### config.mk
export PLATFORM = sky130hd
export DESIGN_NAME = tuner_phy_ctrl_seq
export DESIGN_NICKNAME = d
export VERILOG_FILES = /design/src/rtl/tuner_phy_pkg.sv /design/src/rtl/tuner_ctrl_timer.sv /design/src/rtl/tuner_phy_ctrl_seq.sv
export SDC_FILE = /design/constraint.sdc
export NUM_CORES = 1
export LEC_CHECK = 0
export ABC_AREA = 1
export BUFFER_PORTS_ARGS = -buffer_cell sky130_fd_sc_hd__buf_2
export CORE_ASPECT_RATIO = 1.2
export CORE_MARGIN = 3
export CORE_UTILIZATION = 45
export CTS_BUF_LIST = sky130_fd_sc_hd__clkbuf_4 sky130_fd_sc_hd__clkbuf_8
export CTS_CLUSTER_DIAMETER = 200
export DETAILED_ROUTE_END_ITERATION = 8
export PLACE_DENSITY_LB_ADDON = 0.12
export SETUP_SLACK_MARGIN = 0.3
export SLEW_MARGIN = 15
export SYNTH_ARGS = -nofsm -noshare
export SYNTH_HDL_FRONTEND = slang
export SYNTH_SLANG_ARGS = --single-unit
### constraint.sdc
create_clock -name clk -period 1.6 [get_ports clk]
set_input_delay 0.16 -clock clk [delete_from_list [all_inputs] [get_ports clk]]
set_output_delay 0.16 -clock clk [all_outputs]
set_load 0.02 [all_outputs]
### src/rtl/tuner_phy_pkg.sv
// Shared types for the tuner PHY control path: host commands, engine status codes,
// the controller FSM state and the helpers that map/validate them.
package tuner_phy_pkg;

    typedef enum logic [4:0] {
        CMD_INIT   = 5'd0,
        CMD_SEARCH = 5'd1,
        CMD_LOCK   = 5'd2,
        CMD_UNLOCK = 5'd3,
        CMD_CAL    = 5'd4
    } tuner_cmd_e;

    typedef enum logic [4:0] {
        ST_IDLE   = 5'd0,
        ST_ACTIVE = 5'd1,
        ST_DONE   = 5'd2,
        ST_ERROR  = 5'd3
    } tuner_state_e;

    typedef enum logic [4:0] {
        SEARCH_IDLE  = 5'd0,
        SEARCH_BUSY  = 5'd1,
        SEARCH_DONE  = 5'd2,
        SEARCH_ERROR = 5'd3,
        SEARCH_INTR  = 5'd4
    } tuner_phy_search_state_e;

    typedef enum logic [4:0] {
        LOCK_IDLE  = 5'd0,
        LOCK_ACQ   = 5'd1,
        LOCK_TRACK = 5'd2,
        LOCK_ERROR = 5'd3,
        LOCK_INTR  = 5'd4
    } tuner_phy_lock_state_e;

    typedef enum logic [2:0] {
        C_IDLE   = 3'd0,
        C_SEARCH = 3'd1,
        C_SDONE  = 3'd2,
        C_LOCK   = 3'd3,
        C_TRACK  = 3'd4,
        C_ERROR  = 3'd5
    } tuner_ctrl_state_e;

    function automatic tuner_state_e ctrl_to_tuner_state(input tuner_ctrl_state_e st);
        case (st)
            C_IDLE:           return ST_IDLE;
            C_SEARCH, C_LOCK: return ST_ACTIVE;
            C_SDONE, C_TRACK: return ST_DONE;
            default:          return ST_ERROR;
        endcase
    endfunction

    function automatic logic is_cmd_legal(input tuner_ctrl_state_e st, input tuner_cmd_e cmd);
        case (cmd)
            CMD_INIT:   return st inside {C_IDLE, C_SDONE, C_TRACK, C_ERROR};
            CMD_SEARCH: return st inside {C_IDLE, C_SDONE};
            CMD_LOCK:   return st == C_SDONE;
            CMD_UNLOCK: return st == C_TRACK;
            default:    return 1'b0;
        endcase
    endfunction

endpackage

### src/rtl/tuner_ctrl_timer.sv
// Per-attempt watchdog: clear/enable saturating up-counter, timeout flag at TIMEOUT_CYCLES-1.
module tuner_ctrl_timer #(
    parameter int TIMEOUT_CYCLES = 4096
) (
    input  logic clk,
    input  logic rst,
    input  logic clr,
    input  logic en,
    output logic timeout
);
    localparam int TMR_W = $clog2(TIMEOUT_CYCLES);
    localparam logic [TMR_W-1:0] TC = TMR_W'(TIMEOUT_CYCLES - 1);

    logic [TMR_W-1:0] cnt;

    always_ff @(posedge clk) begin
        if (rst || clr) begin
            cnt <= '0;
        end else if (en && cnt != TC) begin
            cnt <= cnt + 1'b1;
        end
    end

    assign timeout = (cnt == TC);

endmodule

### src/rtl/tuner_phy_ctrl_seq.sv
// Host-facing sequencer for one ring tuner PHY: command decode, engine start/stop, timeout and retry.
// Build option TUNER_CTRL_AUTO_RELOCK_EN: lock loss in C_TRACK re-runs search then lock instead of erroring.
//
// state    | meaning
// C_IDLE   | nothing running, waiting for SEARCH
// C_SEARCH | search engine running under the timer
// C_SDONE  | search result held, LOCK or another SEARCH allowed
// C_LOCK   | lock engine acquiring under the timer
// C_TRACK  | lock engine tracking
// C_ERROR  | retries exhausted or lock lost, only INIT leaves
module tuner_phy_ctrl_seq
    import tuner_phy_pkg::*;
#(
    parameter  int TIMEOUT_CYCLES = 4096,
    parameter  int MAX_RETRY      = 3,
    localparam int RTY_W          = (MAX_RETRY > 0) ? $clog2(MAX_RETRY + 1) : 1
) (
    input  logic             clk,
    input  logic             rst,
    input  logic             i_cmd_valid,
    input  logic [4:0]       i_cmd,
    output logic             o_cmd_ready,
    output logic             o_cmd_illegal,
    output logic             o_search_start,
    input  logic [4:0]       i_search_state,
    output logic             o_lock_start,
    output logic             o_lock_stop,
    input  logic [4:0]       i_lock_state,
    output logic [4:0]       o_state,
    output logic [4:0]       o_last_cmd,
    output logic [RTY_W-1:0] o_retry_cnt
);
    localparam logic [RTY_W-1:0] RETRY_MAX = RTY_W'(MAX_RETRY);

    tuner_ctrl_state_e       state;
    tuner_cmd_e              cmd;
    tuner_phy_search_state_e s_st;
    tuner_phy_lock_state_e   l_st;
    logic                    relock;
    logic                    accept;
    logic                    cmd_legal;
    logic                    active;
    logic                    eng_done;
    logic                    eng_fail;
    logic                    attempt_fail;
    logic                    lock_loss;
    logic                    tmr_clr;
    logic                    tmr_timeout;

    assign cmd       = tuner_cmd_e'(i_cmd);
    assign s_st      = tuner_phy_search_state_e'(i_search_state);
    assign l_st      = tuner_phy_lock_state_e'(i_lock_state);
    assign accept    = i_cmd_valid && o_cmd_ready;
    assign cmd_legal = is_cmd_legal(state, cmd);
    assign active    = (state == C_SEARCH) || (state == C_LOCK);

    assign eng_done = ((state == C_SEARCH) && (s_st == SEARCH_DONE)) ||
                      ((state == C_LOCK)   && (l_st == LOCK_TRACK));
    assign eng_fail = ((state == C_SEARCH) && (s_st == SEARCH_ERROR || s_st == SEARCH_INTR)) ||
                      ((state == C_LOCK)   && (l_st == LOCK_ERROR   || l_st == LOCK_INTR));
    // A completing engine beats a timeout landing on the same cycle.
    assign attempt_fail = active && !eng_done && (eng_fail || tmr_timeout);
    assign lock_loss    = (state == C_TRACK) && (l_st == LOCK_ERROR);

    // Timer restarts on the same edge that issues any start pulse, so it reads 0 in the pulse cycle.
    assign tmr_clr = !active || eng_done || attempt_fail;

    tuner_ctrl_timer #(
        .TIMEOUT_CYCLES(TIMEOUT_CYCLES)
    ) u_timer (
        .clk     (clk),
        .rst     (rst),
        .clr     (tmr_clr),
        .en      (active),
        .timeout (tmr_timeout)
    );

    always_ff @(posedge clk) begin
        if (rst) begin
            state          <= C_IDLE;
            o_state        <= ST_IDLE;
            o_cmd_ready    <= 1'b1;
            o_last_cmd     <= CMD_INIT;
            o_retry_cnt    <= '0;
            relock         <= 1'b0;
            o_cmd_illegal  <= 1'b0;
            o_search_start <= 1'b0;
            o_lock_start   <= 1'b0;
            o_lock_stop    <= 1'b0;
        end else begin
            o_cmd_illegal  <= 1'b0;
            o_search_start <= 1'b0;
            o_lock_start   <= 1'b0;
            o_lock_stop    <= 1'b0;
            if (accept) begin
                if (!cmd_legal) begin
                    o_cmd_illegal <= 1'b1;
                end else begin
                    o_last_cmd <= cmd;
                    case (cmd)
                        CMD_INIT: begin
                            state       <= C_IDLE;
                            o_state     <= ctrl_to_tuner_state(C_IDLE);
                            o_cmd_ready <= 1'b1;
                            o_retry_cnt <= '0;
                            relock      <= 1'b0;
                            o_lock_stop <= (state == C_TRACK);
                        end
                        CMD_SEARCH: begin
                            state          <= C_SEARCH;
                            o_state        <= ctrl_to_tuner_state(C_SEARCH);
                            o_cmd_ready    <= 1'b0;
                            o_search_start <= 1'b1;
                        end
                        CMD_LOCK: begin
                            state        <= C_LOCK;
                            o_state      <= ctrl_to_tuner_state(C_LOCK);
                            o_cmd_ready  <= 1'b0;
                            o_lock_start <= 1'b1;
                        end
                        CMD_UNLOCK: begin
                            state       <= C_SDONE;
                            o_state     <= ctrl_to_tuner_state(C_SDONE);
                            o_cmd_ready <= 1'b1;
                            o_lock_stop <= 1'b1;
                        end
                        default: ;
                    endcase
                end
            end else if (attempt_fail) begin
                if (o_retry_cnt < RETRY_MAX) begin
                    o_retry_cnt    <= o_retry_cnt + 1'b1;
                    o_search_start <= (state == C_SEARCH);
                    o_lock_start   <= (state == C_LOCK);
                end else begin
                    state       <= C_ERROR;
                    o_state     <= ctrl_to_tuner_state(C_ERROR);
                    o_cmd_ready <= 1'b1;
                    relock      <= 1'b0;
                end
            end else if (eng_done) begin
                o_retry_cnt <= '0;
                if (state == C_LOCK) begin
                    state       <= C_TRACK;
                    o_state     <= ctrl_to_tuner_state(C_TRACK);
                    o_cmd_ready <= 1'b1;
                    relock      <= 1'b0;
                end else if (relock) begin
                    state        <= C_LOCK;
                    o_state      <= ctrl_to_tuner_state(C_LOCK);
                    o_cmd_ready  <= 1'b0;
                    o_lock_start <= 1'b1;
                end else begin
                    state       <= C_SDONE;
                    o_state     <= ctrl_to_tuner_state(C_SDONE);
                    o_cmd_ready <= 1'b1;
                end
            end else if (lock_loss) begin
`ifdef TUNER_CTRL_AUTO_RELOCK_EN
                state          <= C_SEARCH;
                o_state        <= ctrl_to_tuner_state(C_SEARCH);
                o_cmd_ready    <= 1'b0;
                o_search_start <= 1'b1;
                relock         <= 1'b1;
`else
                state       <= C_ERROR;
                o_state     <= ctrl_to_tuner_state(C_ERROR);
                o_cmd_ready <= 1'b1;
`endif
            end
        end
    end

endmodule

# Yosys cells after proc, flatten, opt, wreduce, memory -nomap -nowiden

Index checks and enable logic that the tools add are counted.

Register bits after elaboration: 33
Input port bits: 18
Output and inout bits: 17
Word-level logic and storage cells: 132

Add/subtract/negate cells: 2
Order comparisons: 1
Eq/ne operators: 23
Mux-type cells: 56
Bitwise gates (word level): 2
Reduce and logical (&&, ||, !) cells: 37

Operators by type and width:

| operator                                              | count |
|---|---|
| equality test 5 x 2 -> 1 bit, second input constant   | 6 |
| 2-to-1 mux 1 bit                                      | 30 |
| 2-to-1 mux 5 bit                                      | 6 |
| 2-to-1 mux 3 bit                                      | 7 |
| 2-to-1 mux 2 bit                                      | 8 |
| AND reduction 4 bit                                   | 4 |
| one-hot mux 5 bit (3 select lines)                    | 1 |
| adder 12 x 1 -> 12 bit, second input constant         | 1 |
| equality test 12 bit, second input constant           | 1 |
| inequality test 12 bit, second input constant         | 1 |
| one-hot mux 3 bit (4 select lines)                    | 1 |
| equality test 5 x 3 -> 1 bit, second input constant   | 2 |
| logical AND 1 bit                                     | 9 |
| logical OR 1 bit                                      | 9 |
| nonzero test 4 bit                                    | 2 |
| equality test 3 x 2 -> 1 bit, second input constant   | 2 |
| equality test 3 bit, second input constant            | 2 |
| inequality test 3 bit, second input constant          | 2 |
| nonzero test 3 bit                                    | 2 |
| OR reduction 2 bit                                    | 3 |
| equality test 5 x 1 -> 1 bit, second input constant   | 1 |
| zero test 5 bit                                       | 1 |
| inequality test 5 x 1 -> 1 bit, second input constant | 1 |
| AND reduction 5 bit                                   | 1 |
| other kinds (14)                                      | 18 |

# Longest topological paths before layout

Gate-level depths: netlist of run 1.

Depth after elaboration: 8
Gate-level depth with buffers: 13
Depth with buffers taken out: 13

# Modules after synthesis

A second synthesis of run 1 with hierarchy kept.

Cell total of the unflattened synthesis: 263
Area total of the unflattened synthesis: 1,809.2 um^2

By module, submodules not included:

| module             | times used | cells an instance | area an instance (um^2) | seq. area each (um^2) |
|---|---|---|---|---|
| tuner_phy_ctrl_seq | 1          | 158               | 1,101.1                 | 340.3 |
| tuner_ctrl_timer   | 1          | 105               | 708.2                   | 240.2 |

# Worst setup path before layout of run 1

Ideal clock, no wire load.

Kind: register to register
From: register u_timer.cnt[0]
To: register u_timer.cnt[11]
Library setup time: 0.117 ns
Arrival: 1.399 ns
Data required time: 1.483 ns
Slack: 0.084 ns
Cell stages (with the launch flop): 12
Path buffers: 0
Clock period less this slack: 1.516 ns
Cell sequence: dfxtp_1 ha_1 nand3_1 nor2_4 nand3_2 nand2_2 inv_2 nand2_2 inv_2 nand4_1 xor2_1 nor2_1

Longest elaborated chain between the ends: 5
Elaborated cells on any way between the ends: 8
Classes of those cells: add/sub: 1; eq/ne: 2; reduce/logical: 5

Ends and longest elaborated chain:

| element                                                                        | line                   | RTL |
|---|---|---|
| start, declared                                                                | tuner_ctrl_timer.sv:14 | `logic [TMR_W-1:0] cnt;` |
| start signal, assigned                                                         | tuner_ctrl_timer.sv:20 | `cnt <= cnt + 1'b1;` |
| parallel branches: the longest is 5 deep, another holds adder 12 x 1 -> 12 bit | --                     |  |

Several ways; the timed one is not identified.
A chain may end at the register's enable or synchronous reset.

# Worst setup path in the final report of run 1

From: register state[2]
To: register o_cmd_ready

Longest elaborated chain between the ends: 8
Elaborated cells on any way between the ends: 29
Classes of those cells: eq/ne: 7; mux: 5; reduce/logical: 17

Ends and longest elaborated chain:

| element                                                                    | line                      | RTL |
|---|---|---|
| start, declared                                                            | tuner_phy_ctrl_seq.sv:35  | `tuner_ctrl_state_e state;` |
| start signal, assigned                                                     | tuner_phy_ctrl_seq.sv:80  | `state <= C_IDLE;` |
| start signal, assigned                                                     | tuner_phy_ctrl_seq.sv:102 | `state <= C_IDLE;` |
| start signal, assigned                                                     | tuner_phy_ctrl_seq.sv:110 | `state <= C_SEARCH;` |
| parallel branches: the longest is 8 deep, another holds nonzero test 4 bit | --                        |  |
| end signal, assigned                                                       | tuner_phy_ctrl_seq.sv:82  | `o_cmd_ready <= 1'b1;` |
| end signal, assigned                                                       | tuner_phy_ctrl_seq.sv:104 | `o_cmd_ready <= 1'b1;` |
| end signal, assigned                                                       | tuner_phy_ctrl_seq.sv:112 | `o_cmd_ready <= 1'b0;` |
| end, declared                                                              | tuner_phy_ctrl_seq.sv:22  | `output logic o_cmd_ready,` |

Several ways; the timed one is not identified.

==> results of run 1 <==
-- area by class of cell --
type | count | share of cell area, %
multi-input cells | 173 | 47.7
flip-flops and latches | 29 | 25.0
repair buffers | 58 | 16.9
inverters | 27 | 4.60
clock buffers | 7 | 3.81
well taps | 37 | 1.96
-- worst max-delay path, delay by kind of cell (launching register included) --
kind / cells / cell delay, ns
flip-flops: 1 / 0.40
AND/OR/NAND/NOR: 9 / 0.90
buffers and inverters: 2 / 0.13
-- power groups by stage --
stage / registers [W] / logic [W] / clock network (W)
after floorplan: 0.000794 / 0.000166 / 0
after global placement: 0.000778 / 0.000263 / 0
after detailed placement: 0.000778 / 0.000265 / 0
after CTS: 0.000765 / 0.000288 / 0.000637
after global routing: 0.000770 / 0.000357 / 0.000677
final: 0.000768 / 0.000327 / 0.000620
-- layer usage --
layer	vias to the layer above	global-route usage, %	share of wire [%]
met1	761	21.6	39
met5	-	0	0
met3	14	4.86	2.8
met4	0	11.8	3.9
met2	34	34.2	54
li1	864	-	-
-- what timing repair did --
action                                  4_1_cts  5_1_grt
pin swaps                                    11       15
endpoints found under the setup margin       28       28
gates cloned                                  0        0
buffers inserted                              9        8
gates resized for setup                      20       34
-- sequential cells by signal, indices dropped and copies added, names as in the netlist --
name / cells
o_last_cmd: 5
o_retry_cnt: 2
o_lock_stop: 1
state: 3
o_lock_start: 1
o_search_start: 1
o_cmd_ready: 1
u_timer.cnt: 12
o_state: 2
o_cmd_illegal: 1
-- cells by family after synthesis --
kind of cell | synth area share [%]
AO/OA/AOI/OAI | 7.84
AND/OR/NAND/NOR | 42.9
other | 0.233
flip-flops | 36.0
buffers and inverters | 8.23
adder cells (fa/ha/maj) | 1.55
XOR/XNOR | 3.26
-- worst min path at each step --
stage                          to           from  slack, ns
detailed placement  o_last_cmd[2]  o_last_cmd[2]       0.43
finish              o_last_cmd[0]       i_cmd[0]       0.17
floorplan           o_last_cmd[0]       i_cmd[0]       0.33
CTS                 o_last_cmd[1]       i_cmd[1]       0.18
global route        o_last_cmd[0]       i_cmd[0]       0.19
global placement    o_last_cmd[4]  o_last_cmd[4]       0.43
-- synthesized netlist by cell type --
library cell	count	area, µm²
conb_1	1	3.75
nor2_4	2	22.5
nor2_1	37	139
or2_1	1	6.26
nor2_2	5	31.3
and2_1	1	6.26
inv_2	8	30.0
nand3b_1	1	7.51
nand4_1	7	43.8
dfxtp_1	29	581
or2_2	3	18.8
nand3_4	1	17.5
ha_1	2	25.0
buf_4	3	22.5
o22ai_1	2	12.5
clkbuf_1	1	3.75
or2_0	1	6.26
buf_2	1	5.00
nor3b_1	1	7.51
a211oi_1	1	7.51
a21oi_1	11	55.1
o21ai_2	1	8.76
o21ai_1	2	10.0
nor3_1	3	15.0
nand2_1	49	184
nand2_2	6	37.5
nand3_1	15	75.1
xnor2_1	1	8.76
o21a_1	1	7.51
nor3_2	1	10.0
o21ai_0	2	10.0
a31oi_1	1	6.26
nand3_2	5	50.1
a21oi_2	1	8.76
inv_1	19	71.3
xor2_1	5	43.8
nand4_2	1	12.5
-- per-stage QoR --
step                      std cells  TNS (ns)  utilization, %
final                           331         0            69.6
after global routing            331    -0.399            69.6
after CTS                       323         0            64.0
after detailed placement        307   -0.0226            57.3
after global placement          307         0            57.3
after floorplan                 234         0               -
==> impl_metrics.toml, run 1 <==
[run_status]
status = "complete, no violations"

[floorplan]
initial_core_util_pct = 47.5
rows = 23
die_x_um = 60.6
coreArea_um2 = 3400
die_height_um = 71.6
io_pins = 35
die_area_um2 = 4340

[pwr]
p_comb_share_pct = 19.1
p_sw_w = 0.000485
pwr-share-clk_pct = 36.2
p_total_w = 0.00172
sw_frac_of_total_pct = 28.3
total_leakage_power_nw = 1.08
seqPwrFrac_pct = 44.8
p_int_w = 0.00123
powerDensity_nw_per_um2 = 725
ir_drop_v = 0.000437

[final_layout]
drive_gt1_share_pct = 46.9
layout_common_cells = "41 x nand2_1, 31 x buf_2, 28 x nor2_1, 24 x dfxtp_1, 19 x inv_1"
regArea_um2 = 592
fin_nets = 314
antennaDiodeCount = 0
area_growth_pct = 46.7
final_common_cell = "nand2_1"
final_area_um2 = 2360
multi_input_area_um2 = 1130
fillers = 287

[place]
hpwl_um = 2910
placed_area_um2 = 1940
place.gp.congestion = 0.886
dp_slack_ns = -0.00879
port_buffers = 31

[sta]
holdWs_ns = 0.173
fmax_ghz = 0.645
slew_viol_final = 0
setup_viol = 0
fin_ws_ns = 0.0496
rsz0062_at_grt = "yes"
min_period_over_period_pct = 96.9
hold_viol_final = 0
skew_ns = 0.00692
layout_min_cycle_time_ns = 1.55

[detailed_routing]
drc = 0
vias_per_cell = 5.05
wirelength_um = 4320
routedWlPerCell_um = 13.1
ant_nets = 0
dr.pass1.iters = 4
via_count = 1673
drtIter0Drc = 70

[clock_network]
clkTransAtPathRegs_ns = 0.06
cts_buffers = 5
cts_max_path_buffers = 2
clk_latency_ns = 0.28
tritoncts = "yes"
cts_hold_buffers = 0
cts.sinks = 29
cts-htree-levels = 2
cts_root_buffer = "clkbuf_8"

[setup_path]
cp_slowest_cell = "dfxtp_4"
crit_end = "o_cmd_ready"
startpoint = "state[2]"
r2r_cells = 11
critical_path_class = "reg -> reg"
reg2reg_from = "state[2]"
cp-end-kind = "flop"
cp_max_fo = 5
cp.arrival_ns = 1.70
critPathMaxStageDelay_ns = 0.40
required_ns = 1.75
path_cells = "inv_2 -> nand3_4 -> nor2_4 -> nand2_2 -> nand2_2 -> nor2_1 -> nand3_2 -> nand2_1 -> inv_2 -> nand3_1 -> nand3_1"
r2r_end = "o_cmd_ready"
regToRegSetupSlack_ns = 0.05
cp-start-kind = "flop"

[synthesis]
synth_area_um2 = 1610
synth_cell_type_count = 37
syn_inst = 232
synth-seq-cells = 29
synth_warnings = 0
yosysSeqAreaShare_pct = 36.0
syn_area_per_cell_um2 = 6.95

[flow_run]
maxCapViolCount = 0

[global_routing]
grt.total_usage_pct = 20.0
grt-ovfl-total = 0
grt_max_degree = 12
antenna_found_initial = 0
grt_pass1_wl_um = 6510
grt_pass1_vias = 1551

[worst_hold_path]
hp-class = "in -> reg"
hold_depth = 3
Power figures use the tool's default switching activity.
==> inputs of run 2 (changes only) <==
CORE_UTILIZATION = 40   (was 45)
GPL_TIMING_DRIVEN = 0   (was not set)
==> run 2 against run 1 <==
Non-clock buffer count is 7 lower. Fmax is 5.1% lower. Design area is 2.4% lower. Clock power is 29% higher. Sequential power is 0.9% lower. Die area is 11% higher. The flow now finishes with violations (negative setup slack).
==> impl_metrics.toml, run 2 (synthesized netlist as in run 1, its figures left out) <==
[floorplan]
die_x_um = 63.9
io_pins = 35
coreArea_um2 = 3750
rows = 24
initial_core_util_pct = 42.9
die_height_um = 75.5
die_area_um2 = 4830

[setup_path]
cp-end-kind = "flop"
required_ns = 1.83
cp_max_fo = 6
critPathMaxStageDelay_ns = 0.37
cp-start-kind = "flop"
cp_slowest_cell = "dfxtp_4"
path_cells = "ha_4 -> nand3_4 -> nor2_4 -> nand3_4 -> buf_6 -> nand2_4 -> buf_4 -> buf_6 -> nor3_4 -> a21oi_2 -> o21a_1"
critPathBufInv = 3
path_delay_family = "simple AND/OR/NAND/NOR gates"
critical_path_class = "reg -> reg"
cp.arrival_ns = 1.86

[place]
placed_area_um2 = 1910
port_buffers = 31
place.gp.congestion = 0.836
place_inst = 317
hpwl_um = 2690

[global_routing]
antenna_found_initial = 0
grt_pass1_wl_um = 6310
grt_pass1_vias = 1477
grt-ovfl-total = 0
grt.total_usage_pct = 17.0
grt_max_degree = 11

[sta]
layout_min_cycle_time_ns = 1.63
hold_viol_final = 0
min_period_over_period_pct = 102
setup_viol = 1
finalSetupTns_ns = -0.0343
skew_ns = 0.00542
slew_viol_final = 0
fmax_ghz = 0.612
rsz0062_at_grt = "yes"
fin_ws_ns = -0.0343

[final_layout]
final_area_um2 = 2310
reg_top3 = "u_timer.cnt (12), o_last_cmd (5), state (3)"
top_register = "u_timer.cnt"
largest_reg_flops = 12
fin_nets = 307
final_cells = 340
area_growth_pct = 43.2
drive_gt1_share_pct = 42.0
antennaDiodeCount = 0
layout_common_cells = "43 x nand2_1, 32 x nor2_1, 31 x buf_2, 25 x dfxtp_1, 19 x inv_1"
final_common_cell = "nand2_1"

[detailed_routing]
drtIter0Drc = 48
topRoutingLayerUsed = "met4"
via_count = 1596
dr.pass1.iters = 4
wl_met3_um = 133
routedWlPerCell_um = 11.1
drc = 0
wirelength_um = 3780
met1_length_um = 1590
vias_per_cell = 4.69
dr_wl_met2_um = 1990
ant_nets = 0

[pwr]
ir_drop_v = 0.000474
total_leakage_power_nw = 1.05
powerDensity_nw_per_um2 = 807

[clock_network]
clk_latency_ns = 0.28
tritoncts = "yes"
cts-htree-levels = 2
cts.sinks = 29
clkTransAtPathRegs_ns = 0.06
cts_buffers = 5
cts_max_path_buffers = 2
cts_root_buffer = "clkbuf_8"

[run_status]
violations = "negative setup slack"
status = "finished with violations"

[flow_run]
maxCapViolCount = 0

[worst_hold_path]
hp-class = "in -> reg"
[run 2: cell types whose count changed in the layout (fill, tap and decap cells not counted), moves of 3 or more]
cell	change
buf_4	-6
nor2_2	-3
dfxtp_2	-3
nor2_1	+4
[run 2: what timing repair did]
item                                    in CTS  in global routing
pin swaps                                   10                 13
setup buffers                                8                  6
cloned                                       1                  0
hold buffers                                 0                  0
resized for setup                           24                 18
endpoints found under the setup margin      29                 29
[run 2: path summary, 6_finish.rpt]
check | cells after the start | to | slack [ns] | startpoint
max | 11 | u_timer.cnt[4] | -0.03 | u_timer.cnt[1]
min | 3 | o_last_cmd[1] | 0.18 | i_cmd[1]
max reg2reg | 11 | u_timer.cnt[4] | -0.03 | u_timer.cnt[1]
min reg2reg | 2 | o_last_cmd[3] | 0.43 | o_last_cmd[3]
[run 2: per-layer routing]
| metal | track usage (%) | up-vias |
|---|---|---|
| li1 | - | 852 |
| met1 | 18.2 | 717 |
| met2 | 31.6 | 21 |
| met3 | 4.57 | 6 |
| met4 | 7.19 | 0 |
| met5 | 0 | - |
[run 2: area by class of cell]
cell class,instances,area (µm²)
Sequential cell,29,596
Timing Repair Buffer,46,299
Multi-Input combinational cell,173,1080
Inverter,27,106
Tap cell,52,65.1
Fill cell,345,1450
Clock inverter,1,30.0
Buffer,5,37.5
Clock buffer,7,90.1
[run 2: worst reg2reg max path: stages, from the launching register on]
cell     delay (ns)
dfxtp_4        0.37
ha_4           0.15
nand3_4        0.08
nor2_4         0.14
nand3_4        0.09
buf_6          0.14
nand2_4        0.07
buf_4          0.11
buf_6          0.11
nor3_4         0.05
a21oi_2        0.14
o21a_1         0.14
[run 2: per-stage QoR]
stage	setup WS (ns)	utilization, %	total power [W]	hold WS (ns)
3_3_place_gp	-0.0139	51.0	0.00103	0.425
4_1_cts	0.0525	58.2	0.00187	0.172
2_1_floorplan	0.120	-	0.000961	0.326
6_report	-0.0343	61.5	0.00186	0.180
5_1_grt	-0.121	61.5	0.00196	0.206
3_5_place_dp	-0.0187	51.0	0.00104	0.428
[run 2: report_power, final]
part	switching, W	total [W]	internal [W]	leakage [nW]
logic	0.000186	0.000305	0.000119	0.751
clock network	0.000273	0.000797	0.000524	0.0619
registers	0.0000190	0.000761	0.000742	0.238
